### src/rtl/traffic_pkg.sv
// traffic_pkg: shared widths, default parameters and FSM encoding for violation_logger.
package traffic_pkg;

    localparam int TS_W   = 16;
    localparam int CNT_W  = 8;
    localparam int MISS_W = 4;

    localparam int DEF_DEBOUNCE_CYC = 2;
    localparam int DEF_FIFO_DEPTH   = 4;
    localparam int DEF_ACK_TIMEOUT  = 8;

    typedef enum logic {
        ST_IDLE = 1'b0,
        ST_REQ  = 1'b1
    } state_e;

endpackage

### src/rtl/violation_logger_if.sv
// violation_logger_if: camera handshake and record-FIFO read port.
// master = the logger, slave = camera / record consumer.
interface violation_logger_if;
    import traffic_pkg::*;

    logic            shot_req;
    logic            shot_ack;
    logic            rd_en;
    logic [TS_W-1:0] rec_data;
    logic            rec_valid;
    logic            fifo_full;

    modport master (
        output shot_req, rec_data, rec_valid, fifo_full,
        input  shot_ack, rd_en
    );

    modport slave (
        input  shot_req, rec_data, rec_valid, fifo_full,
        output shot_ack, rd_en
    );

endinterface

### src/rtl/viol_fifo.sv
// viol_fifo: synchronous first-word-fall-through record FIFO.
// A pop is applied before a push in the same cycle, so a full FIFO can
// accept a push together with a pop. rd_data reads 0 while empty.
module viol_fifo #(
    parameter int DEPTH = 4,
    parameter int W     = 16
) (
    input  logic         clk,
    input  logic         rst_n,
    input  logic         push,
    input  logic [W-1:0] wr_data,
    input  logic         pop,
    output logic [W-1:0] rd_data,
    output logic         empty,
    output logic         full,
    output logic         dropped
);
    localparam int AW = $clog2(DEPTH);
    localparam logic [AW:0] PTR_ONE = (AW + 1)'(1);

    logic [AW:0]  wr_ptr_q, wr_ptr_d;
    logic [AW:0]  rd_ptr_q, rd_ptr_d;
    logic [W-1:0] mem_q [DEPTH];
    logic [W-1:0] mem_d [DEPTH];
    logic         do_pop, do_push;

    assign empty   = (wr_ptr_q == rd_ptr_q);
    assign full    = (wr_ptr_q[AW] != rd_ptr_q[AW]) &&
                     (wr_ptr_q[AW-1:0] == rd_ptr_q[AW-1:0]);
    assign rd_data = empty ? '0 : mem_q[rd_ptr_q[AW-1:0]];

    // Pop first, then accept the push if a slot is (or has just become) free.
    always_comb begin
        mem_d    = mem_q;
        wr_ptr_d = wr_ptr_q;
        rd_ptr_d = rd_ptr_q;
        do_pop   = pop && !empty;
        do_push  = push && (!full || do_pop);
        dropped  = push && !do_push;
        if (do_pop) begin
            rd_ptr_d = rd_ptr_q + PTR_ONE;
        end
        if (do_push) begin
            mem_d[wr_ptr_q[AW-1:0]] = wr_data;
            wr_ptr_d                = wr_ptr_q + PTR_ONE;
        end
    end

    // Storage and pointer registers.
    always_ff @(posedge clk or negedge rst_n) begin
        if (!rst_n) begin
            wr_ptr_q <= '0;
            rd_ptr_q <= '0;
            for (int i = 0; i < DEPTH; i++) begin
                mem_q[i] <= '0;
            end
        end else begin
            wr_ptr_q <= wr_ptr_d;
            rd_ptr_q <= rd_ptr_d;
            mem_q    <= mem_d;
        end
    end

endmodule

### src/rtl/violation_logger.sv
// violation_logger: red-light violation detector with camera handshake,
// timestamp record FIFO, saturating violation counter and sticky overflow flag.
// Build macro VIOLATION_MISS_CNT_EN adds miss_cnt, a saturating count of
// camera handshakes that expired without shot_ack.
// The stop-line sensor port is cross_in because "cross" is a reserved word.
//
//   state   | meaning
//   --------+-------------------------------------------------------
//   ST_IDLE | waiting for a violation
//   ST_REQ  | shot_req high, waiting for shot_ack or timer expiry
module violation_logger
    import traffic_pkg::*;
#(
    parameter int DEBOUNCE_CYC = DEF_DEBOUNCE_CYC,
    parameter int FIFO_DEPTH   = DEF_FIFO_DEPTH,
    parameter int ACK_TIMEOUT  = DEF_ACK_TIMEOUT
) (
    input  logic               clk,
    input  logic               rst_n,
    input  logic               red,
    input  logic               camera,
    input  logic               cross_in,
    violation_logger_if.master bus,
    output logic [CNT_W-1:0]   viol_cnt,
    output logic               ovf
`ifdef VIOLATION_MISS_CNT_EN
    ,
    output logic [MISS_W-1:0]  miss_cnt
`endif
);
    localparam int DB_W  = $clog2(DEBOUNCE_CYC + 1);
    localparam int TMR_W = $clog2(ACK_TIMEOUT + 1);

    logic             rst_meta_q, rst_sync_q, rst_int_n;
    logic             x_meta_q, x_meta_d, x_sync_q, x_sync_d;
    logic             deb_q, deb_d;
    logic [DB_W-1:0]  db_cnt_q, db_cnt_d;
    logic [TS_W-1:0]  ts_q, ts_d, stamp_q, stamp_d;
    state_e           state_q, state_d;
    logic [TMR_W-1:0] tmr_q, tmr_d;
    logic             shot_req_q, shot_req_d;
    logic [CNT_W-1:0] viol_cnt_q, viol_cnt_d;
    logic             ovf_q, ovf_d;
    logic             viol, push, dropped, fifo_empty, fifo_full_w;
    logic [TS_W-1:0]  rec_data_w;
`ifdef VIOLATION_MISS_CNT_EN
    logic [MISS_W-1:0] miss_cnt_q, miss_cnt_d;
    logic              timeout;
`endif

    // Reset asserts immediately and releases two clocks after rst_n rises.
    always_ff @(posedge clk or negedge rst_n) begin
        if (!rst_n) begin
            rst_meta_q <= 1'b0;
            rst_sync_q <= 1'b0;
        end else begin
            rst_meta_q <= 1'b1;
            rst_sync_q <= rst_meta_q;
        end
    end
    assign rst_int_n = rst_sync_q;

    // Sensor synchroniser, debouncer and violation detect. The violation is
    // flagged on the cycle the accepted level flips, so REQ and the stamp line
    // up with the first cycle the debounced level reads high.
    always_comb begin
        x_meta_d = cross_in;
        x_sync_d = x_meta_q;
        deb_d    = deb_q;
        db_cnt_d = '0;
        if (x_sync_q != deb_q) begin
            if (db_cnt_q == DB_W'(DEBOUNCE_CYC - 1)) begin
                deb_d = x_sync_q;
            end else begin
                db_cnt_d = db_cnt_q + DB_W'(1);
            end
        end
        viol = deb_d && !deb_q && red && camera;
        ts_d = ts_q + TS_W'(1);
    end

    // Camera handshake FSM with ACK_TIMEOUT down-counter, plus counters.
    always_comb begin
        state_d    = state_q;
        tmr_d      = tmr_q;
        stamp_d    = stamp_q;
        push       = 1'b0;
`ifdef VIOLATION_MISS_CNT_EN
        timeout    = 1'b0;
`endif
        case (state_q)
            ST_IDLE: begin
                if (viol) begin
                    state_d = ST_REQ;
                    tmr_d   = TMR_W'(ACK_TIMEOUT - 1);
                    stamp_d = ts_d;
                end
            end
            ST_REQ: begin
                if (bus.shot_ack) begin
                    state_d = ST_IDLE;
                    push    = 1'b1;
                end else if (tmr_q == '0) begin
                    state_d = ST_IDLE;
`ifdef VIOLATION_MISS_CNT_EN
                    timeout = 1'b1;
`endif
                end else begin
                    tmr_d = tmr_q - TMR_W'(1);
                end
            end
            default: state_d = ST_IDLE;
        endcase
        shot_req_d = (state_d == ST_REQ);
        viol_cnt_d = viol_cnt_q;
        if (viol && (viol_cnt_q != {CNT_W{1'b1}})) begin
            viol_cnt_d = viol_cnt_q + CNT_W'(1);
        end
        ovf_d = ovf_q | dropped;
`ifdef VIOLATION_MISS_CNT_EN
        miss_cnt_d = miss_cnt_q;
        if (timeout && (miss_cnt_q != {MISS_W{1'b1}})) begin
            miss_cnt_d = miss_cnt_q + MISS_W'(1);
        end
`endif
    end

    // Main state registers.
    always_ff @(posedge clk or negedge rst_int_n) begin
        if (!rst_int_n) begin
            x_meta_q   <= 1'b0;
            x_sync_q   <= 1'b0;
            deb_q      <= 1'b0;
            db_cnt_q   <= '0;
            ts_q       <= '0;
            stamp_q    <= '0;
            state_q    <= ST_IDLE;
            tmr_q      <= '0;
            shot_req_q <= 1'b0;
            viol_cnt_q <= '0;
            ovf_q      <= 1'b0;
        end else begin
            x_meta_q   <= x_meta_d;
            x_sync_q   <= x_sync_d;
            deb_q      <= deb_d;
            db_cnt_q   <= db_cnt_d;
            ts_q       <= ts_d;
            stamp_q    <= stamp_d;
            state_q    <= state_d;
            tmr_q      <= tmr_d;
            shot_req_q <= shot_req_d;
            viol_cnt_q <= viol_cnt_d;
            ovf_q      <= ovf_d;
        end
    end

`ifdef VIOLATION_MISS_CNT_EN
    // Handshake-timeout counter.
    always_ff @(posedge clk or negedge rst_int_n) begin
        if (!rst_int_n) begin
            miss_cnt_q <= '0;
        end else begin
            miss_cnt_q <= miss_cnt_d;
        end
    end
    assign miss_cnt = miss_cnt_q;
`endif

    viol_fifo #(
        .DEPTH (FIFO_DEPTH),
        .W     (TS_W)
    ) u_fifo (
        .clk     (clk),
        .rst_n   (rst_int_n),
        .push    (push),
        .wr_data (stamp_q),
        .pop     (bus.rd_en),
        .rd_data (rec_data_w),
        .empty   (fifo_empty),
        .full    (fifo_full_w),
        .dropped (dropped)
    );

    assign bus.shot_req  = shot_req_q;
    assign bus.rec_data  = rec_data_w;
    assign bus.rec_valid = !fifo_empty;
    assign bus.fifo_full = fifo_full_w;
    assign viol_cnt      = viol_cnt_q;
    assign ovf           = ovf_q;

endmodule

### src/flat_wrapper.sv
// flat-port wrapper written by rule: the top's interface ports become plain ports
module violation_logger_flat import traffic_pkg::*;
#(
    parameter int DEBOUNCE_CYC = DEF_DEBOUNCE_CYC,
    parameter int FIFO_DEPTH   = DEF_FIFO_DEPTH,
    parameter int ACK_TIMEOUT  = DEF_ACK_TIMEOUT
)
  (clk, rst_n, red, camera, cross_in, viol_cnt, ovf, bus_shot_req, bus_rec_data, bus_rec_valid, bus_fifo_full, bus_shot_ack, bus_rd_en);
  violation_logger_if bus_i ();
  input  logic clk;
  input  logic rst_n;
  input  logic red;
  input  logic camera;
  input  logic cross_in;
  output logic [CNT_W-1:0] viol_cnt;
  output logic ovf;
  output wire logic [$bits(bus_i.shot_req)-1:0] bus_shot_req;
  output wire logic [$bits(bus_i.rec_data)-1:0] bus_rec_data;
  output wire logic [$bits(bus_i.rec_valid)-1:0] bus_rec_valid;
  output wire logic [$bits(bus_i.fifo_full)-1:0] bus_fifo_full;
  input wire logic [$bits(bus_i.shot_ack)-1:0] bus_shot_ack;
  input wire logic [$bits(bus_i.rd_en)-1:0] bus_rd_en;
  assign bus_shot_req = bus_i.shot_req;
  assign bus_rec_data = bus_i.rec_data;
  assign bus_rec_valid = bus_i.rec_valid;
  assign bus_fifo_full = bus_i.fifo_full;
  assign bus_i.shot_ack = bus_shot_ack;
  assign bus_i.rd_en = bus_rd_en;
  violation_logger #(.DEBOUNCE_CYC(DEBOUNCE_CYC), .FIFO_DEPTH(FIFO_DEPTH), .ACK_TIMEOUT(ACK_TIMEOUT)) u_core (.clk(clk), .rst_n(rst_n), .red(red), .camera(camera), .cross_in(cross_in), .bus(bus_i), .viol_cnt(viol_cnt), .ovf(ovf));
endmodule
### config.mk
export PLATFORM = sky130hd
export DESIGN_NAME = violation_logger_flat
export DESIGN_NICKNAME = d
export VERILOG_FILES = /design/src/rtl/traffic_pkg.sv /design/src/rtl/violation_logger_if.sv /design/src/rtl/viol_fifo.sv /design/src/rtl/violation_logger.sv /design/src/flat_wrapper.sv
export SDC_FILE = /design/constraint.sdc
export NUM_CORES = 1
export LEC_CHECK = 0
export CAP_MARGIN = 10
export CELL_PAD_IN_SITES_DETAIL_PLACEMENT = 1
export CELL_PAD_IN_SITES_GLOBAL_PLACEMENT = 1
export CORE_UTILIZATION = 54
export CTS_CLUSTER_DIAMETER = 30
export DETAILED_ROUTE_END_ITERATION = 16
export GPL_TIMING_DRIVEN = 0
export PLACE_DENSITY = 0.88
export SYNTH_ARGS = -nofsm -noshare
export SYNTH_HDL_FRONTEND = slang
export SYNTH_SLANG_ARGS = --single-unit
### constraint.sdc
create_clock -name clk -period 6.9 [get_ports clk]
set_clock_uncertainty 0.2 [all_clocks]
set_input_delay 1.38 -clock clk [delete_from_list [all_inputs] [get_ports clk]]
set_output_delay 1.38 -clock clk [all_outputs]
set_load 0.005 [all_outputs]
==> results.md <==
- Outcome: finished clean
- Synth Area in XOR/XNOR: 0.0490
- Global route overflow: 0
- Slew margin rel.: 0.385
- CP Launch Type: flop
- Fin area: around 6900 µm²
- Least-Margin Pin Slew: between 0.9 and 1 ns
- Post-synthesis cell count: approximately 380
- Setup repair bufs after CTS: 0
- Worst-path fanout max: 10
- TritonRoute pass-1 iters: 4
- Post-DR vias/cell: roughly 5.6
- Seq cells post-synth: around 120
- Post-Layout Cell Count: 581
- CTS tree: yes
- Die span in x: between 100 and 150 µm
- Mapped Nets: between 300 and 400
- Ys Warns: 0
- Worst vdd ir: 0.234 mV
- GP Congestion: a little over 0.8
- Post-route ant nets: 0
- Area growth, synth to finish: 21.3%
- Nets: roughly 450
- Most common cell after layout, fill and taps aside: dfrtp_1
- CTS resizes: 0
- Switching share of power: 0.267
- Most frequent cell on the critical path: clkbuf_1
- Detailed Place HPWL: 7.72 mm
- Register share of total power: 0.383
- DRC Markers: 0
- Total clock buffers created by CTS: 17
- Switching Power: roughly 0.63 mW
- Worst Setup End Kind: primary output
- Die Ht: about 100 µm
- Placed Area: ~6200 µm²
- Kind of critical path: reg -> out
- FMAX: ~0.22 GHz
- Hold Path Cell Cnt: 0
- Initial core utilization: 0.555
- Compound-gate portion of the synthesized area: 0.00966
- MaxCap Viol Count: 0
- Cts hold-fix bufs: 0
- WL final: around 13 mm
- DR vias: ~3300
- DP Cell Count: approximately 550
- RSZ-0062 raised after global routing: no
- Row Count: 37
- Clk pwr share: 0.434
- Port Buf Inserts: 34
- HP Class: reg -> reg
- Most frequent cells in the layout: dfrtp_1 (122), mux2_2 (44), mux2_4 (39)
- Tcrit/Tclk final: 0.667
- # diodes: 0
- Layout fillers: 941
- Largest family of logic cells by synthesized area: multiplexers
- Clk_lat worst skew: 0.53 ns
- Max Slew Vio Count: 0
- Crit path largest cell delay: about 0.50 ns
- Sequential-to-total area share from yosys stat: 0.540
- Pwr dens: approximately 340 nW/µm²
- Routed WL per cell: between 20 and 25 µm
- Clock transition at path regs: roughly 0.060 ns
- DRT iter0 DRCs: between 150 and 200
- Setup_tns: 0 ns
- Cell family with most CP delay: buffers and inverters
- Overall routing resource usage: 0.269
- Synth Area in Simple Gates: 0.0988
- Leak: 3.35 nW
- Hold Violations, Final: 0
- Initial antenna violation count: 0
- Proportion of synthesized area in mux cells: 0.255
- Layout cell share with drive strength beyond 1: 0.330
- Synth unique cells: 39
- Core area: just over 10000 µm²
- Worst path bufs/invs: 4
- H-Tree Depth: 4
- CTS Root Cell: clkbuf_8
- Largest net degree at the start of global routing: 62
- Vias in the first global route: ~3800
- Adder-Cell Fraction of Synth Area: 0.0176
- Critical Path AT: approximately 3.0 ns
- Die ar.: around 11000 µm²
- Crit. path cell count: 7
- Post-Syn Area per Cell: about 15 µm²
- Total clock sinks: 123
- Num ports: 35
- Comb power frac: 0.184
- Critical Path RT: about 5.3 ns
- Clock tree buffer depth: 2
- Endpoints failing setup: 0
- Reg2Reg Depth: 4
- Global-route wire length before repair: 21.8 mm
- Tmin final: 4.60 ns
- Slowest-stage cell, CP: clkdlybuf4s50_1
- Post-Syn Area: 5700 µm²
- Critical-path cell list: buf_4 > xor2_1 > or3b_1 > clkbuf_1 > clkbuf_1 > and2_1 > clkdlybuf4s50_1
- Pint: between 1.5 and 2 mW
-- logic make-up after synthesis --
group | count (synthesis)
flip-flops | 123
multiplexers | 99
AND/OR/NAND/NOR | 87
XOR/XNOR | 31
buffers and inverters | 21
adder cells (fa/ha/maj) | 8
AO/OA/AOI/OAI | 8
other | 1
-- layout make-up --
cell class / instances / area, µm² / area share
multi-input cells: 234 / 2450 / 0.355
flip-flops and latches: 123 / 3080 / 0.446
clock inverters: 12 / 216 / 0.0313
clock buffers: 20 / 455 / 0.0659
inverters: 7 / 26.3 / 0.00380
repair buffers: 35 / 368 / 0.0532
plain buffers: 14 / 141 / 0.0205
well taps: 136 / 170 / 0.0246
-- registers in the layout (all words and copies together), names as in the netlist --
register / cells
u_core.ts_q: 16
u_core.x_meta_q: 1
u_core.deb_q: 1
u_core.db_cnt_q: 2
u_core.tmr_q: 4
u_core.stamp_q: 16
u_core.ovf: 1
u_core.state_q: 1
u_core.u_fifo.mem_q: 64
u_core.rst_meta_q: 1
u_core.rst_int_n: 1
u_core.viol_cnt: 8
u_core.x_sync_q: 1
u_core.u_fifo.rd_ptr_q: 3
u_core.u_fifo.wr_ptr_q: 3
-- synthesized netlist by cell type --
cell type / number / share of area
a2111o_1: 1 / 0.0020
a21oi_1: 3 / 0.0026
a22o_1: 1 / 0.0015
a22oi_1: 1 / 0.0013
and2_1: 19 / 0.021
and3_1: 4 / 0.0044
and4_1: 7 / 0.011
buf_12: 4 / 0.014
buf_2: 4 / 0.0035
buf_4: 1 / 0.0013
buf_6: 2 / 0.0040
clkbuf_1: 3 / 0.0020
conb_1: 1 / 0.00066
dfrtp_1: 123 / 0.54
ha_1: 8 / 0.018
inv_1: 7 / 0.0046
mux2_2: 44 / 0.087
mux2_4: 39 / 0.10
mux4_1: 3 / 0.014
mux4_2: 13 / 0.051
nand2_1: 10 / 0.0066
nand2b_1: 3 / 0.0033
nand3_1: 12 / 0.011
nand3_4: 4 / 0.012
nand3b_1: 1 / 0.0013
nand4_1: 7 / 0.0077
nand4bb_1: 1 / 0.0020
nor2_1: 6 / 0.0040
nor3_1: 7 / 0.0061
nor4_1: 2 / 0.0022
nor4b_1: 1 / 0.0015
o21ai_0: 1 / 0.00088
o21bai_1: 1 / 0.0013
or3b_1: 1 / 0.0015
or4_4: 1 / 0.0020
or4b_1: 1 / 0.0018
xnor2_1: 21 / 0.032
xor2_1: 9 / 0.014
xor2_2: 1 / 0.0029
-- per-stage QoR --
stage | total power, mW | hold WS, ns | util | setup slack [ns]
after floorplan | 1.18 | 0.131 | - | 3.02
after global placement | 1.30 | 0.135 | 0.604 | 1.85
after detailed placement | 1.34 | 0.139 | 0.607 | 2.84
after CTS | 2.37 | 0.151 | 0.673 | 2.20
after global routing | 2.44 | 0.163 | 0.673 | 2.06
final | 2.34 | 0.149 | 0.673 | 2.30
-- per-layer routing --
metal | part of all wire | GRT usage | up-vias
met1 | 0.43 | 0.332 | 1721
met5 | 0 | 0 | -
met2 | 0.53 | 0.466 | 49
li1 | - | - | 1473
met4 | 0.016 | 0.101 | 0
met3 | 0.021 | 0.0536 | 19
-- worst paths after layout --
kind                            slack, ns                                  end                                   from
worst max-delay path                 2.30                     bus_rec_data[14]  u_core.u_fifo.rd_ptr_q[0]$_DFFE_PN0P_
worst min-delay path                 0.15            u_core.x_sync_q$_DFF_PN0_              u_core.x_meta_q$_DFF_PN0_
worst max register to register       4.50        u_core.stamp_q[7]$_DFFE_PN0P_               u_core.state_q$_DFF_PN0_
worst min register to register       0.15            u_core.x_sync_q$_DFF_PN0_              u_core.x_meta_q$_DFF_PN0_
max in group asynchronous            5.49       u_core.stamp_q[15]$_DFFE_PN0P_             u_core.rst_int_n$_DFF_PN0_
min in group asynchronous            0.23  u_core.u_fifo.mem_q[17]$_DFFE_PN0P_             u_core.rst_int_n$_DFF_PN0_
-- worst reg2reg max path, delay by kind of cell, from the launching register on --
| kind | cells | cell delay (ns) |
|---|---|---|
| multiplexers | 1 | 0.39 |
| buffers and inverters | 1 | 0.39 |
| flip-flops | 1 | 0.50 |
| AND/OR/NAND/NOR | 2 | 0.80 |
-- power groups by stage --
stage	logic (mW)	registers (mW)	clock network (mW)
after CTS	0.438	0.897	1.03
after global placement	0.398	0.904	0
after floorplan	0.294	0.883	0
final	0.430	0.896	1.02
after global routing	0.474	0.911	1.05
after detailed placement	0.430	0.907	0
(Power assumes the default switching activity.)
